==> config.mk <==
export PLATFORM = sky130hd
export DESIGN_NAME = gpio_event_blinker
export DESIGN_NICKNAME = d
export VERILOG_FILES = /design/src/rtl/gpio_event_blinker.sv
export SDC_FILE = /design/constraint.sdc
export NUM_CORES = 1
export LEC_CHECK = 0
export ABC_AREA = 1
export BUFFER_PORTS_ARGS = -buffer_cell sky130_fd_sc_hd__buf_2
export CORE_AREA = 5 5 60 62
export DETAILED_ROUTE_END_ITERATION = 10
export DIE_AREA = 0 0 65 67
export PLACE_DENSITY = 0.75
export SLEW_MARGIN = 30
export SYNTH_ARGS = -nofsm -noshare
export SYNTH_HDL_FRONTEND = slang
export SYNTH_SLANG_ARGS = --single-unit
==> constraint.sdc <==
create_clock -name src_clk -period 2.9 [get_ports src_clk]
set_input_delay 0.145 -clock src_clk [delete_from_list [all_inputs] [get_ports src_clk]]
set_output_delay 0.145 -clock src_clk [all_outputs]
set_load 0.02 [all_outputs]
==> src/rtl/gpio_event_blinker.sv <==
// Purpose: turns single-cycle event strobes into visible LED blinks (one ON phase + one OFF gap each).
// Latency: evt_pulse in cycle t lights led_out in cycle t+1 when idle; queued events replay back-to-back.
// Backpressure: none upstream; up to 2^CNT_W-1 events are queued, further ones are dropped and flagged in overflow.
module gpio_event_blinker #(
    parameter int TICK_DIV    = 50000, // src_clk cycles per internal tick
    parameter int ON_TICKS    = 100,   // ticks per ON phase
    parameter int OFF_TICKS   = 100,   // ticks per OFF gap
    parameter int CNT_W       = 4,     // pending-event counter width
    parameter int ACTIVE_HIGH = 1      // 1: led_out=1 is lit, 0: led_out=0 is lit
) (
    input  logic             src_clk,   // system clock, rising edge
    input  logic             rst,       // synchronous active-high reset
    input  logic             evt_pulse, // one event per high cycle
    input  logic             clr_ovf,   // clears the sticky overflow flag
    output logic             led_out,   // registered LED drive
    output logic             busy,      // high whenever not idle
    output logic [CNT_W-1:0] pending,   // queued events not yet started
    output logic             overflow   // sticky: an event was dropped at saturation
);

    localparam int DIV_W  = (TICK_DIV > 1) ? $clog2(TICK_DIV) : 1;
    localparam int TK_MAX = (ON_TICKS > OFF_TICKS) ? ON_TICKS : OFF_TICKS;
    localparam int TK_W   = (TK_MAX > 1) ? $clog2(TK_MAX) : 1;

    localparam logic [DIV_W-1:0] DIV_LAST = DIV_W'(TICK_DIV - 1);
    localparam logic [TK_W-1:0]  ON_LAST  = TK_W'(ON_TICKS - 1);
    localparam logic [TK_W-1:0]  OFF_LAST = TK_W'(OFF_TICKS - 1);
    localparam logic [CNT_W-1:0] PEND_MAX = {CNT_W{1'b1}};
    localparam logic             LED_LIT  = (ACTIVE_HIGH != 0);

    typedef enum logic [1:0] {
        ST_IDLE,
        ST_ON,
        ST_OFF
    } state_t;

    state_t           state;
    state_t           state_nxt;
    logic [DIV_W-1:0] div_cnt;
    logic [TK_W-1:0]  tick_cnt;
    logic             tick;
    logic             on_done;
    logic             off_done;
    logic             q_take;
    logic             q_push;
    logic             evt_drop;
    logic [CNT_W-1:0] pending_nxt;

    always_comb begin
        tick     = (div_cnt == DIV_LAST);
        on_done  = (state == ST_ON)  && tick && (tick_cnt == ON_LAST);
        off_done = (state == ST_OFF) && tick && (tick_cnt == OFF_LAST);

        // Restart from the queue only when something is actually queued.
        q_take = off_done && (pending != '0);

        // While blinking, every event is queued, except the one that arrives at
        // the end of a gap with an empty queue: that one starts the next blink
        // directly and never touches the counter.
        q_push = (state != ST_IDLE) && evt_pulse && !(off_done && (pending == '0));

        // A simultaneous take frees a slot, so saturation only drops without one.
        evt_drop = q_push && !q_take && (pending == PEND_MAX);

        state_nxt = state;
        case (state)
            ST_IDLE: if (evt_pulse) state_nxt = ST_ON;
            ST_ON:   if (on_done) state_nxt = ST_OFF;
            ST_OFF:  if (off_done) state_nxt = (q_take || evt_pulse) ? ST_ON : ST_IDLE;
            default: state_nxt = ST_IDLE;
        endcase

        pending_nxt = pending;
        if (q_push && !q_take && !evt_drop) begin
            pending_nxt = pending + CNT_W'(1);
        end else if (q_take && !q_push) begin
            pending_nxt = pending - CNT_W'(1);
        end
    end

    always_ff @(posedge src_clk) begin
        if (rst) begin
            state    <= ST_IDLE;
            div_cnt  <= '0;
            tick_cnt <= '0;
            pending  <= '0;
            overflow <= 1'b0;
            led_out  <= ~LED_LIT;
            busy     <= 1'b0;
        end else begin
            state   <= state_nxt;
            pending <= pending_nxt;

            // Set wins over clear when both happen in one cycle.
            if (evt_drop) begin
                overflow <= 1'b1;
            end else if (clr_ovf) begin
                overflow <= 1'b0;
            end

            // Timing restarts from zero on every state change so each phase
            // has an exact length regardless of where the divider was.
            if ((state_nxt != state) || (state == ST_IDLE)) begin
                div_cnt  <= '0;
                tick_cnt <= '0;
            end else if (tick) begin
                div_cnt  <= '0;
                tick_cnt <= tick_cnt + TK_W'(1);
            end else begin
                div_cnt <= div_cnt + DIV_W'(1);
            end

            // Outputs follow the next state so they line up with the state register.
            led_out <= (state_nxt == ST_ON) ? LED_LIT : ~LED_LIT;
            busy    <= (state_nxt != ST_IDLE);
        end
    end

endmodule

---- Word level (Yosys, flattened, before mapping) ----
Index checks and enable logic that the tools add are counted.
storage, ports and cells
  register bits ........................... 32
  input bits .............................. 4
  output and inout port bits .............. 7
  word-level logic and storage cells ...... 55
operators by class
  add/subtract/negate cells ............... 4
  eq/ne operators ......................... 7
  multiplexer cells ....................... 10
  reductions and logical operators ........ 27
operators by type and width
  operator               count
  $add 16x1->16 const B  1
  $eq 16x16->1 const B   1
  $logic_and 1x1->1      12
  $mux 4                 2
  $reduce_bool 2->1      4
  $add 7x1->7 const B    1
  $eq 7x7->1 const B     1
  $mux 2                 3
  $pmux 2 s3             1
  $add 4x1->4 const B    1
  $eq 2x1->1 const B     2
  $eq 4x4->1 const B     1
  $logic_not 1->1        4
  $logic_not 4->1        1
  $mux 1                 4
  $reduce_bool 4->1      1
  $sub 4x1->4 const B    1
  $reduce_or 3->1        1
  $eq 2x2->1 const B     1
  $logic_not 2->1        1
  $logic_or 1x1->1       2
  $ne 2x2->1             1
  $reduce_or 2->1        1

---- Depth between registers and ports, before layout ----
  depth after elaboration ................. 11
  gate-level depth with buffers ........... 15
  gate-level depth less buffers ........... 15

---- Worst setup path before layout ----
Ideal clock, no wire load.
  path kind ............................... register -> register
  start ................................... register div_cnt[0]
  end ..................................... register pending[3]
  library setup time ...................... 115 ps
  data arrival time ....................... 2199 ps
  required time ........................... 2785 ps
  setup slack ............................. 585 ps
  stages on the path, launching flop included .. 16
  path buffers ............................ 0
  clock period less this slack ............ 2315 ps
  cell sequence ........................... dfxtp_1 -> ha_1 -> nand2_2 -> nor2_4 -> nand2_1 -> nor2_2 -> nand2_2 -> nand3_1 -> ha_1 -> a21o_1 -> a21oi_1 -> inv_1 -> o21ai_0 -> nand3_1 -> nand2_1 -> nor2_1
between the ends
  cells in the longest elaborated chain, start to end .. 11
RTL lines
  element                                             line    text
  from (decl)                                         39      logic [DIV_W-1:0] div_cnt;
  from (signal assigned)                              110     div_cnt <= div_cnt + DIV_W'(1);
  $eq 16x16->1 *                                      50      tick = (div_cnt == DIV_LAST);
  $logic_and 1x1->1 * (2 in a row)                    52      off_done = (state == ST_OFF) && tick && (tick_cnt == OFF_LAST);
  $logic_and 1x1->1                                   60      q_push = (state != ST_IDLE) && evt_pulse && !(off_done && (pending == '0));
  $logic_not 1->1                                     60
  $logic_and 1x1->1                                   60
  $logic_and 1x1->1                                   63, 74
  $logic_and 1x1->1                                   63      evt_drop = q_push && !q_take && (pending == PEND_MAX);
  $logic_not 1->1                                     74      if (q_push && !q_take && !evt_drop) begin
  $logic_and 1x1->1                                   74
  $mux 4 / $reduce_bool 2->1 (equally long branches)  -
  to (signal assigned)                                92      pending <= pending_nxt;
  to (decl)                                           17      output logic [CNT_W-1:0] pending,
Every way passes the cells marked *; elsewhere a longest branch is shown, timed or not.
A chain may end at the register's enable or synchronous reset.

---- Final worst setup path ----
Same ends and word-level chain as after synthesis.

==> Flow_metrics.wiki <==
{| class="wikitable"
! Metric !! Value
|-
| Cell row count || 20
|-
| Hold WS || 59.6 ps
|-
| Total track usage || 15.8%
|-
| Mapped cell area || 1670 µm²
|-
| Compound-Gate Fraction of Synth Area || 6.29%
|-
| Via count || 1349
|-
| Worst hold-check path type || in -> reg
|-
| Pin slew with the least headroom to its limit || 336 ps
|-
| Required arrival time at the worst endpoint || 3130 ps
|-
| Residual DRC count || 0
|-
| Place WS || 304 ps
|-
| Number of cells upsized or downsized after cts || 0
|-
| Post-Synth Simple-Gate Area || 33.7%
|-
| Largest vdd supply drop || 291 µV
|-
| TritonCTS clock tree || done
|-
| Final weighted congestion in routability-driven placement || 0.806
|-
| Height of the die || 67 µm
|-
| Depth of the worst hold-timing path || 2
|-
| Io pins || 11
|-
| Unrepaired setup endpoints after global routing || no
|-
| Layout Cell Area excl Fill || 1800 µm²
|-
| Layout cell share with drive strength beyond 1 || 16.5%
|-
| Reg-to-reg startpoint || div_cnt[0]
|-
| Average wire per standard cell || 10.1 µm
|-
| Initial cell density of the core || 56.1%
|-
| Count of mapped cells out of synthesis || 225
|-
| Synthesized Nets || 234
|-
| Largest fanout on the critical path || 5
|-
| Die Outline Area || 4360 µm²
|-
| Max_slew headroom || 77.6%
|-
| DR pass1 iterations || 4
|-
| Clock buffer depth || 2
|-
| Area growth from synthesis to layout || 7.78%
|-
| H-Tree Level Count || 2
|-
| Share of synthesized flip-flops with an asynchronous set or reset || 0%
|-
| Hold Violations, Final || 0
|-
| Clock Skews || 3.59 ps
|-
| Accumulated negative setup slack || 0 ps
|-
| Count of nets left with antenna violations after detail routing || 0
|-
| # clock sinks || 32
|-
| PortBufs || 10
|-
| Via-to-Cell Ratio || 4.91
|-
| Most common cell in the netlist || nand2_1
|-
| Result of the run || finished, final reports clean
|-
| Register-to-Register Setup Slack || 310 ps
|-
| Class of the most critical setup path || reg -> reg
|-
| Proportion of synthesized area in mux cells || 0%
|-
| Via count of the first global-routing pass || 1268
|-
| Total CTS buffers || 5
|-
| Largest net degree at the start of global routing || 17
|-
| Startpoint of the worst setup timing path || div_cnt[0]
|-
| Commonest cells in the netlist || nand2_1 (42), dfxtp_1 (32), nor2_1 (32)
|-
| Dominant combinational cell family by area after synthesis || simple AND/OR/NAND/NOR gates
|-
| Setup violation total in the final timing report || 0
|-
| Residual overflow from global routing || 0
|-
| Count of hold-fix buffers inserted at cts || 0
|-
| Cell count of the worst reg-to-reg path || 15
|-
| Core Footprint || 2980 µm²
|-
| Worst reg2reg endpoint || pending[3]
|-
| Fraction of the mapped netlist area in adder cells || 4.19%
|-
| Endpoint of the worst setup timing path || pending[3]
|-
| Number of nets in the final layout || 250
|-
| Flop and latch count out of synthesis || 32
|-
| Synth unique cells || 26
|-
| CP Capture Type || flip-flop
|-
| Wire length of the first global-routing pass || 5370 µm
|-
| Sequential fraction of the synthesis area || 38.3%
|-
| Post-synth EDFFs || 0
|-
| Number of max-cap violations || 0
|-
| Synth top area share || 38.3%
|-
| Worst path arrival time || 2810 ps
|-
| Most common flop cell mapped by yosys || dfxtp_1
|-
| Warning count from the yosys run || 0
|-
| Number of antenna violations at the first check in global routing || 0
|-
| Area after DPL || 1740 µm²
|-
| Power Dens Cells || 436 nW/µm²
|-
| Total wire length || 2780 µm
|-
| Cell at the root of the clock tree || clkbuf_4
|-
| Ranking of synthesized cells by area || dfxtp_1 (38%), nand2_1 (9.4%), nor2_1 (7.2%)
|-
| Largest area contributor in the netlist || dfxtp_1
|-
| Shortest clock period the worst path allows after layout || 2590 ps
|-
| Chip width || 65 µm
|-
| Total half-perimeter wirelength after legalization and detailed placement || 2110 µm
|-
| Startpoint class of the critical path || flip-flop
|-
| Clock-pin slew on the worst setup and hold paths || 90 ps
|-
| Final WS setup || 312 ps
|-
| Share of the synthesized netlist area taken by xor and xnor gates || 8.91%
|-
| Count of buffers added by post-CTS timing repair for setup || 0
|-
| Maximum frequency from static timing analysis || 386 MHz
|-
| Final slew viol count || 0
|-
| Post-synthesis area per instance || 7.43 µm²
|-
| Iter 0 DRT Violations || 48
|-
| Standby leakage power || 0.708 nW
|-
| Antenna cells || 0
|-
| Latest clock arrival within the worst-skew pair || 320 ps
|-
| Final cycle utilization of the critical path || 89.2%
|}
[logic make-up (layout without fill, tap and decap cells)]
| kind of cell | count (synthesis) | after routing |
|---|---|---|
| AND/OR/NAND/NOR | 117 | 117 |
| buffers and inverters | 34 | 51 |
| flip-flops | 32 | 32 |
| AO/OA/AOI/OAI | 20 | 20 |
| adder cells (fa/ha/maj) | 5 | 5 |
| XOR/XNOR | 17 | 17 |
[per-stage QoR]
step | std cells | utilization (%) | power [mW]
detailed placement | 267 | 58.5 | 0.536
floorplan | 225 | - | 0.520
global route | 275 | 60.5 | 0.832
global placement | 267 | 58.5 | 0.535
CTS | 275 | 60.5 | 0.800
finish | 275 | 60.5 | 0.786
[layout make-up]
| class | count | area, µm² |
|---|---|---|
| clock buffer | 8 | 58.8 |
| sequential | 32 | 641 |
| timing repair buffer | 10 | 50.0 |
| fill | 259 | 1180 |
| tap | 33 | 41.3 |
| inverter | 33 | 124 |
| multi-input combinational | 159 | 887 |
[power by group]
group | switching [mW] | internal, mW | total (mW)
clock network | 0.141 | 0.120 | 0.260
registers | 0.00842 | 0.448 | 0.456
logic | 0.0448 | 0.0242 | 0.0690
total | 0.194 | 0.592 | 0.786
[sequential cells by signal, indices dropped and copies added (netlist names)]
signal    count
state         2
div_cnt      16
busy          1
pending       4
tick_cnt      7
led_out       1
overflow      1
[routing by layer]
| layer | global-route usage (%) | up-vias | routed length, µm |
|---|---|---|---|
| li1 | - | 732 | - |
| met1 | 20.1 | 597 | 1390 |
| met2 | 25.2 | 13 | 1250 |
| met3 | 5.06 | 7 | 96 |
| met4 | 5.54 | 0 | 46 |
| met5 | 0 | - | 0 |
[critical path: stages, from the launching register on]
cell and delay, ps:
dfxtp_1 370, ha_1 210, nand2_2 80, nor2_4 120, nand2_1 80, nor2_2 210, nand2_2 110, nand3_1 190
ha_1 270, a21o_1 170, a21oi_1 160, inv_1 50, o21ai_0 220, nand3_1 110, nand2_1 80, nor2_1 40
[cell usage in the layout, fill, tap and decap left out]
cell / instances
nand2_1: 42
nor2_1: 32
dfxtp_1: 32
inv_1: 31
nor2_2: 11
a21oi_1: 11
xor2_1: 10
buf_2: 10
nand3_1: 9
xnor2_1: 7
o21ai_0: 6
nand4_1: 6
nand2_2: 5
clkbuf_4: 5
ha_1: 4
nor3_1: 3
nor2_4: 2
inv_2: 2
nand3b_1: 2
or2_2: 2
clkbuf_1: 2
o21ai_1: 1
nand3_2: 1
nand4_4: 1
o211ai_1: 1
a21o_1: 1
or2_1: 1
fa_1: 1
clkbuf_8: 1
[worst min path at each step]
stage,startpoint,to,slack [ps]
after CTS,rst,overflow,40
after global routing,rst,overflow,70
after global placement,rst,pending[2],400
after floorplan,rst,overflow,210
final,rst,overflow,60
after detailed placement,rst,overflow,400
No activity file was read; power rests on OpenSTA's default activity.
